--- config.mk ---
export PLATFORM = sky130hd
export DESIGN_NAME = ir_nec_tx
export DESIGN_NICKNAME = d
export VERILOG_FILES = /design/src/rtl/ir_pkg.sv /design/src/rtl/ir_carrier_gen.sv /design/src/rtl/ir_nec_tx.sv
export SDC_FILE = /design/constraint.sdc
export NUM_CORES = 1
export LEC_CHECK = 0
export ABC_AREA = 1
export BUFFER_PORTS_ARGS = -buffer_cell sky130_fd_sc_hd__clkbuf_2
export CAP_MARGIN = 20
export CORE_MARGIN = 10
export CORE_UTILIZATION = 55
export DETAILED_ROUTE_END_ITERATION = 7
export PLACE_DENSITY = 0.73
export SLEW_MARGIN = 15
export SYNTH_ARGS = -nofsm -noshare
export SYNTH_HDL_FRONTEND = slang
export SYNTH_SLANG_ARGS = --single-unit
--- constraint.sdc ---
create_clock -name clk -period 3.1 [get_ports clk]
set_input_delay 0.155 -clock clk [delete_from_list [all_inputs] [get_ports clk]]
set_output_delay 0.155 -clock clk [all_outputs]
set_load 0.01 [all_outputs]
--- src/rtl/ir_pkg.sv ---
// Shared definitions for the NEC infrared transmitter: state encoding,
// segment lengths in NEC time units and the frame packing helper.
package ir_pkg;

  typedef enum logic [2:0] {
    ST_IDLE       = 3'd0,
    ST_LEAD_MARK  = 3'd1,
    ST_LEAD_SPACE = 3'd2,
    ST_BIT_MARK   = 3'd3,
    ST_BIT_SPACE  = 3'd4,
    ST_STOP_MARK  = 3'd5,
    ST_FIN        = 3'd6
  } tx_state_t;

  localparam int LEAD_MARK_U  = 16;
  localparam int LEAD_SPACE_U = 8;
  localparam int BIT0_SPACE_U = 1;
  localparam int BIT1_SPACE_U = 3;
  localparam int STOP_U       = 1;
  localparam int FRAME_BITS   = 32;

  // Sent LSB first, so addr bit 0 leaves the LED first.
  function automatic logic [31:0] nec_frame(input logic [7:0] a, input logic [7:0] c);
    return {~c, c, ~a, a};
  endfunction

  function automatic logic is_mark(input tx_state_t s);
    return (s == ST_LEAD_MARK) || (s == ST_BIT_MARK) || (s == ST_STOP_MARK);
  endfunction

endpackage

--- src/rtl/ir_carrier_gen.sv ---
// Square-wave carrier for the IR LED. Forced low while disabled and
// restarts in its high phase on the first enabled cycle.
module ir_carrier_gen #(
  parameter int CARRIER_DIV = 658
) (
  input  logic clk,
  input  logic reset,
  input  logic en,
  output logic carrier
);

  localparam int CW = (CARRIER_DIV > 1) ? $clog2(CARRIER_DIV) : 1;

  logic [CW-1:0] r_cnt;
  logic          r_en_d;
  logic          r_carrier;

  always_ff @(posedge clk or negedge reset) begin
    if (!reset) begin
      r_cnt     <= '0;
      r_en_d    <= 1'b0;
      r_carrier <= 1'b0;
    end else begin
      r_en_d <= en;
      if (!en) begin
        r_carrier <= 1'b0;
        r_cnt     <= '0;
      end else if (!r_en_d) begin
        r_carrier <= 1'b1;
        r_cnt     <= '0;
      end else if (r_cnt == CW'(CARRIER_DIV - 1)) begin
        r_carrier <= ~r_carrier;
        r_cnt     <= '0;
      end else begin
        r_cnt <= r_cnt + CW'(1);
      end
    end
  end

  assign carrier = r_carrier;

endmodule

--- src/rtl/ir_nec_tx.sv ---
// NEC infrared frame transmitter: leader, 32 LSB-first data bits and a stop
// mark, with a carrier-modulated LED drive and a plain mark envelope.
module ir_nec_tx
  import ir_pkg::*;
#(
  parameter int UNIT_CYC    = 28125,
  parameter int CARRIER_DIV = 658
) (
  input  logic       clk,
  input  logic       reset,
  input  logic       send,
  input  logic       abort,
  input  logic [7:0] addr,
  input  logic [7:0] cmd,
  output logic       busy,
  output logic       done,
  output logic       ir_env,
  output logic       ir_out
);

  localparam int CYC_W  = $clog2(UNIT_CYC);
  localparam int UNIT_W = 5;
  localparam int BIT_W  = 6;

  tx_state_t          r_state;
  logic [CYC_W-1:0]   r_cyc;
  logic [UNIT_W-1:0]  r_unit;
  logic [BIT_W-1:0]   r_bitcnt;
  logic [31:0]        r_shift;
  logic               r_busy;
  logic               r_done;
  logic               r_env;

  tx_state_t          w_state_nxt;
  logic [UNIT_W-1:0]  w_seg_units;
  logic               w_unit_end;
  logic               w_seg_end;
  logic               w_last_bit;
  logic               w_env_nxt;
  logic               w_carrier;

  always_comb begin
    w_seg_units = UNIT_W'(1);
    case (r_state)
      ST_LEAD_MARK:  w_seg_units = UNIT_W'(LEAD_MARK_U);
      ST_LEAD_SPACE: w_seg_units = UNIT_W'(LEAD_SPACE_U);
      ST_BIT_SPACE:  w_seg_units = r_shift[0] ? UNIT_W'(BIT1_SPACE_U) : UNIT_W'(BIT0_SPACE_U);
      ST_STOP_MARK:  w_seg_units = UNIT_W'(STOP_U);
      default:       w_seg_units = UNIT_W'(1);
    endcase

    w_unit_end = (r_cyc == CYC_W'(UNIT_CYC - 1));
    w_seg_end  = w_unit_end && (r_unit == (w_seg_units - UNIT_W'(1)));
    w_last_bit = (r_bitcnt == BIT_W'(FRAME_BITS - 1));

    w_state_nxt = r_state;
    case (r_state)
      ST_IDLE:       if (send && !abort) w_state_nxt = ST_LEAD_MARK;
      ST_LEAD_MARK:  if (w_seg_end) w_state_nxt = ST_LEAD_SPACE;
      ST_LEAD_SPACE: if (w_seg_end) w_state_nxt = ST_BIT_MARK;
      ST_BIT_MARK:   if (w_seg_end) w_state_nxt = ST_BIT_SPACE;
      ST_BIT_SPACE:  if (w_seg_end) w_state_nxt = w_last_bit ? ST_STOP_MARK : ST_BIT_MARK;
      ST_STOP_MARK:  if (w_seg_end) w_state_nxt = ST_FIN;
      ST_FIN:        w_state_nxt = ST_IDLE;
      default:       w_state_nxt = ST_IDLE;
    endcase
    if (abort && (r_state != ST_IDLE)) w_state_nxt = ST_IDLE;

    w_env_nxt = is_mark(w_state_nxt);
  end

  always_ff @(posedge clk or negedge reset) begin
    if (!reset) begin
      r_state  <= ST_IDLE;
      r_cyc    <= '0;
      r_unit   <= '0;
      r_bitcnt <= '0;
      r_shift  <= '0;
      r_busy   <= 1'b0;
      r_done   <= 1'b0;
      r_env    <= 1'b0;
    end else begin
      r_state <= w_state_nxt;
      r_busy  <= (w_state_nxt != ST_IDLE);
      r_done  <= (w_state_nxt == ST_FIN);
      r_env   <= w_env_nxt;

      // Timing counters restart at every segment boundary and idle at zero.
      if ((w_state_nxt != r_state) || (r_state == ST_IDLE)) begin
        r_cyc  <= '0;
        r_unit <= '0;
      end else if (w_unit_end) begin
        r_cyc  <= '0;
        r_unit <= r_unit + UNIT_W'(1);
      end else begin
        r_cyc <= r_cyc + CYC_W'(1);
      end

      if ((r_state == ST_IDLE) && (w_state_nxt == ST_LEAD_MARK)) begin
        r_shift  <= nec_frame(addr, cmd);
        r_bitcnt <= '0;
      end else if ((r_state == ST_BIT_SPACE) && w_seg_end) begin
        r_shift  <= {1'b0, r_shift[31:1]};
        r_bitcnt <= r_bitcnt + BIT_W'(1);
      end
    end
  end

  // The carrier is enabled from the next-cycle envelope so its register
  // lines up with r_env and is already zero outside marks.
  ir_carrier_gen #(
    .CARRIER_DIV(CARRIER_DIV)
  ) u_carrier (
    .clk     (clk),
    .reset   (reset),
    .en      (w_env_nxt),
    .carrier (w_carrier)
  );

  assign busy   = r_busy;
  assign done   = r_done;
  assign ir_env = r_env;
  assign ir_out = w_carrier;

endmodule

## After elaboration in Yosys (flattened, before gate mapping)

Index checks and enable logic that the tools add are counted.

| storage, ports and cells | value |
|---|---|
| word-level logic and storage cells | 72 |
| output and inout port bits | 4 |
| bits in registers | 75 |
| input bits | 20 |

| operators by class | value |
|---|---|
| multiplexer cells | 25 |
| $add $sub $neg | 5 |
| reduce and logical (&&, ||, !) cells | 14 |
| bitwise gates (word level) | 3 |
| equal/unequal tests | 15 |

Operators by type and width:

| cell | number |
|---|---|
| 32-bit 2-to-1 mux | 2 |
| 10-bit 2-to-1 mux | 3 |
| 15-bit 2-to-1 mux | 2 |
| 3-bit 2-to-1 mux | 8 |
| 3-bit case mux with 6 select lines | 1 |
| 8-bit inverter | 2 |
| 15-bit by 1-bit adder with 15-bit output, second input constant | 1 |
| 15-bit == test, second input constant | 1 |
| 5-bit case mux with 3 select lines | 1 |
| 3-bit == test, second input constant | 4 |
| 6-bit 2-to-1 mux | 2 |
| 10-bit by 1-bit adder with 10-bit output, second input constant | 1 |
| 10-bit == test, second input constant | 1 |
| 5-bit 2-to-1 mux | 2 |
| 3-bit by 2-bit == test with 1-bit output, second input constant | 3 |
| 6-bit by 1-bit adder with 6-bit output, second input constant | 1 |
| 3-bit by 1-bit == test with 1-bit output, second input constant | 2 |
| 6-bit by 5-bit == test with 1-bit output, second input constant | 1 |
| 3-bit nonzero test | 2 |
| 5-bit by 1-bit adder with 5-bit output, second input constant | 1 |
| 5-bit == test | 1 |
| 1-bit logical AND | 5 |
| 5-bit by 1-bit subtractor with 5-bit output, second input constant | 1 |
| 2-bit nonzero test | 2 |
| 8 further kinds | 12 |

## Depth between registers and ports, before layout

| logic depth | value |
|---|---|
| word-level depth | 12 |
| mapped depth | 22 |
| depth with buffers taken out | 20 |

## Hierarchy

A second synthesis with hierarchy kept.

| unflattened totals | value |
|---|---|
| cells, all modules | 516 |
| area total of the unflattened synthesis | 4177.8 µm² |

Modules (own cells, without submodules):

| module | instances | seq. area each (µm²) | cells an instance | area each (µm²) |
|---|---|---|---|---|
| ir_nec_tx | 1 | 1601.5 | 445 | 3548.4 |
| ir_carrier_gen | 1 | 300.3 | 71 | 629.4 |

## Worst setup path after synthesis

No wires, ideal clock.

| timing path | value |
|---|---|
| kind | reg-to-reg |
| start | register r_state[0] |
| end | register r_cyc[4] |
| cell stages (with the launch flop) | 23 |
| slack | 0.359 ns |
| setup time | 0.125 ns |
| data required time | 2.975 ns |
| data arrival time | 2.615 ns |
| buffers on the path | 2 |
| clock period less this slack | 2.741 ns |
| path through | dfrtp_1 -> buf_6 -> inv_1 -> nand2_2 -> nor2_1 -> nand2_1 -> ha_1 -> ha_1 -> nand2_1 -> inv_1 -> nor2_1 -> nand3_2 -> nor2_8 -> nand3_2 -> nand2_1 -> nand3_2 -> nand2_2 -> nand2_1 -> nand2_1 -> inv_1 -> nand2_2 -> buf_6 -> nor3_2 |

| on the way | value |
|---|---|
| word-level cells in the longest chain between the ends | 11 |
| elaborated cells between the ends (all ways) | 23 |
| those cells by class | add/sub (1); eq/ne (7); mux (10); reduce/logical (5) |

Ends and longest elaborated chain:

| element | line | RTL |
|---|---|---|
| start: declaration | ir_nec_tx.sv:25 | `tx_state_t r_state;` |
| start signal: assignment | ir_nec_tx.sv:83 | `r_state <= w_state_nxt;` |
| 3-bit == test (tied with other cells) | ir_nec_tx.sv:44, ir_nec_tx.sv:57 |  |
| 5-bit case mux with 3 select lines | ir_nec_tx.sv:44 | `case (r_state)` |
| 5-bit by 1-bit subtractor with 5-bit output | ir_nec_tx.sv:53 | `w_seg_end = w_unit_end && (r_unit == (w_seg_units - UNIT_W'(1)));` |
| 5-bit == test | ir_nec_tx.sv:53 |  |
| 1-bit logical AND | ir_nec_tx.sv:53 |  |
| 3-bit 2-to-1 mux (on tied branches) | - |  |
| 3-bit case mux with 6 select lines | ir_nec_tx.sv:57 | `case (r_state)` |
| 3-bit 2-to-1 mux | ir_nec_tx.sv:67 | `if (abort && (r_state != ST_IDLE)) w_state_nxt = ST_IDLE;` |
| 3-bit inequality test | ir_nec_tx.sv:89 | `if ((w_state_nxt != r_state) \|\| (r_state == ST_IDLE)) begin` |
| 1-bit logical OR (*) | ir_nec_tx.sv:89 |  |
| 15-bit 2-to-1 mux (*) | ir_nec_tx.sv:89 |  |
| end signal: assignment | ir_nec_tx.sv:96 | `r_cyc <= r_cyc + CYC_W'(1);` |
| end: declaration | ir_nec_tx.sv:26 | `logic [CYC_W-1:0] r_cyc;` |

Every way passes the cells marked *; elsewhere a longest branch is shown, timed or not.
A chain may end at the register's enable or synchronous reset.

## Worst setup path after layout

| timing path | value |
|---|---|
| start | register r_state[1] |
| end | register r_cyc[5] |

The elaborated chain is that of the path after synthesis.

==> insert_results.sql <==
INSERT INTO impl_metrics (metric_group, metric, value, unit) VALUES
('critical_path', 'timing.reg2reg.setup_slack', '0.21', 'ns'),
('floorplan', 'die_height', '107', 'um'),
('finish', 'area_growth_syn_to_layout', '12.4', '%'),
('hold_path', 'worst_hold_path_endpoint', 'r_shift[20]', ''),
('timing', 'finClkSkew', '0.0133', 'ns'),
('floorplan', 'die-area', '11400', 'um^2'),
('clock_network', 'cts_tree', 'built', ''),
('route', 'drcViolationCount', '0', ''),
('route', 'routed_len_inst', '13.3', 'um'),
('clock_network', 'clk_latency', '0.36', 'ns'),
('finish', 'utilization', '63.8', '%'),
('timing', 'worst-slew-pin-transition', '0.942', 'ns'),
('clock_network', 'post_cts_setup_buffers', '0', ''),
('clock_network', 'max-clock-path-buffers', '2', ''),
('critical_path', 'critPathLaunchType', 'flop', ''),
('power', 'power_switching', '1.12', 'mW'),
('critical_path', 'top_family_by_delay_on_critical_path', 'simple AND/OR/NAND/NOR gates', ''),
('power', 'vdd_drop_max', '0.380', 'mV'),
('place', 'routabilityCongestion', '0.910', ''),
('global_route', 'overflow', '0', ''),
('synthesis', 'synth_fp_nets', '528', ''),
('timing', 'final_period_minus_worst_setup_slack', '2.89', 'ns'),
('synthesis', 'synthesis.instances', '500', ''),
('critical_path', 'critPathRequiredTime', '3.38', 'ns'),
('power', 'cell_internal_pwr', '1.98', 'mW'),
('floorplan', 'coreArea', '7290', 'um^2'),
('power', 'relative_contribution_of_combinational_cells_to_total_power', '30.7', '%'),
('timing', 'normalized_max_slew_margin', '37.2', '%'),
('finish', 'fin_nets', '556', ''),
('critical_path', 'critical_path.most_common_cell', 'sky130_fd_sc_hd__nand2_1', ''),
('critical_path', 'timing.critical_path.fanout_max', '10', ''),
('critical_path', 'arrival_time_at_the_worst_endpoint', '3.17', 'ns'),
('finish', 'antenna_cells_inserted', '0', ''),
('timing', 'setup_viol', '0', ''),
('clock_network', 'cts-htree-levels', '3', ''),
('power', 'power.total', '3.10', 'mW'),
('run_status', 'outcome', 'finished, final reports clean', ''),
('synthesis', 'yosys_register_bits', '75', ''),
('route', 'routed-via-count', '3362', ''),
('timing', 'fmax', '346', 'MHz'),
('place', 'port_buffers', '23', ''),
('global_route', 'number_of_antenna_violations_at_the_first_check_in_global_routing', '0', ''),
('power', 'clock_power_share', '25.8', '%'),
('power', 'power.share.switching', '36.2', '%'),
('finish', 'layout_commonest_cell', 'sky130_fd_sc_hd__nand2_1', ''),
('critical_path', 'critical_path.max_stage_delay', '0.40', 'ns'),
('critical_path', 'r2r_end', 'r_cyc[5]', ''),
('synthesis', 'synthArstFlopShare', '100', '%'),
('power', 'seq_power_share', '43.5', '%'),
('power', 'cellPowerDensity', '666', 'nW/um^2'),
('synthesis', 'synth.yosys.seq_area_share', '45.4', '%'),
('hold_path', 'holdCritStartpoint', 'cmd[4]', ''),
('synthesis', 'syn-mean-instance-area', '8.27', 'um^2'),
('global_route', 'grt_max_degree', '76', ''),
('synthesis', 'main_synth_ff_type', 'sky130_fd_sc_hd__dfrtp_1', ''),
('timing', 'layout_worst_path_cycle_share', '93.3', '%'),
('critical_path', 'crit_path_top_delay_cell', 'sky130_fd_sc_hd__dfrtp_1', ''),
('critical_path', 'rr_worst_depth', '20', ''),
('timing', 'fin_worst_hold_slack', '0.0279', 'ns'),
('floorplan', 'horizontal_die_dimension', '107', 'um'),
('finish', 'layoutNonFillerInstCount', '632', ''),
('clock_network', 'cts_sinks', '75', ''),
('floorplan', 'num_rows', '31', ''),
('route', 'post_drt_via_cell_ratio', '5.32', ''),
('floorplan', 'initial_core_util', '56.7', '%'),
('clock_network', 'tritoncts.num_buffers', '9', ''),
('route', 'detailedRoute.firstIterationViolations', '156', ''),
('synthesis', 'synthesis.yosys.warnings', '0', ''),
('place', 'hpwlAfterDp', '5570', 'um'),
('floorplan', 'boundaryPins', '24', ''),
('global_route', 'gr-usage-all-layers', '15.0', '%');
## layout make-up
type                            instances  area [um^2]
Fill cell                             643         2640
Multi-Input combinational cell        340         1920
Sequential cell                        75         1880
Timing Repair Buffer                   35          272
Inverter                               67          254
Clock buffer                            9          124
Tap cell                               99          124
Clock inverter                          7         82.6
## state kept, by name, summed over array words and instances (netlist names)
signal,cells
done,1
u_carrier.r_en_d,1
u_carrier.carrier,1
r_shift,32
busy,1
r_state,3
u_carrier.r_cnt,10
r_cyc,15
r_bitcnt,6
r_unit,5
## worst reg2reg max path: cells and delay by family (launching register included)
family,cells,cell delay [ns]
buf+inv,4,0.42
flops,1,0.40
simple gates,14,1.50
fa+ha+maj,2,0.52
## power groups by stage
stage	sequential (mW)	clock, mW	combinational, mW
final	1.35	0.800	0.951
after global routing	1.38	0.858	1.09
after CTS	1.35	0.818	0.894
after detailed placement	1.36	0	0.887
after global placement	1.35	0	0.864
after floorplan	1.34	0	0.686
## routing by layer
layer | track usage, % | part of all wire, %
met1 | 18.5 | 46
met2 | 24.6 | 47
met3 | 4.85 | 4.9
met4 | 4.55 | 1.6
met5 | 0 | 0
## metrics by stage
stage / cell area [um^2] / setup slack (ns) / TNS (ns)
2_1_floorplan: 4140 / 0.359 / 0
3_3_place_gp: 4380 / 0.288 / 0
3_5_place_dp: 4380 / 0.187 / 0
4_1_cts: 4600 / 0.171 / 0
5_1_grt: 4650 / -0.0141 / -0.0353
6_report: 4650 / 0.208 / 0
## cell families after synthesis
| group | count (synthesis) | synth area share [%] |
|---|---|---|
| mux | 1 | 0.242 |
| buf+inv | 85 | 8.74 |
| simple gates | 240 | 30.3 |
| compound gates | 80 | 10.6 |
| fa+ha+maj | 8 | 2.42 |
| flops | 75 | 45.4 |
| xor+xnor | 11 | 2.33 |
## how the worst max path moves through the flow
| stage | startpoint | to | slack [ns] | depth (start not counted) |
|---|---|---|---|---|
| CTS | r_state[1] | r_cyc[0] | 0.17 | 21 |
| detailed placement | r_state[1] | r_cyc[5] | 0.19 | 21 |
| floorplan | r_state[0] | r_cyc[4] | 0.36 | 22 |
| global placement | r_state[1] | r_cyc[4] | 0.29 | 21 |
| global route | r_state[1] | r_cyc[2] | -0.01 | 20 |
| finish | r_state[1] | r_cyc[5] | 0.21 | 20 |
## Yosys cell counts, drive strengths merged, types with 2 or more instances
cell type	instances	area share, %
nand2	107	11
dfrtp	75	45
inv	66	6.0
o21ai	49	5.9
nor2	47	5.2
nand3	31	4.5
nor3	31	6.2
a21oi	20	2.5
buf	14	2.2
nand4	12	2.0
xor2	9	1.9
ha	8	2.4
or2	5	0.76
clkbuf	4	0.36
nor4	3	0.45
o211ai	3	0.54
a22o	2	0.42
a31oi	2	0.30
nor3b	2	0.36
xnor2	2	0.42
## what timing repair did
action,in CTS,in global routing
hold buffers,2,0
endpoints found under the setup margin,0,34
hold endpoints to repair,76,0
resized for setup,0,7
(Power assumes the default switching activity.)
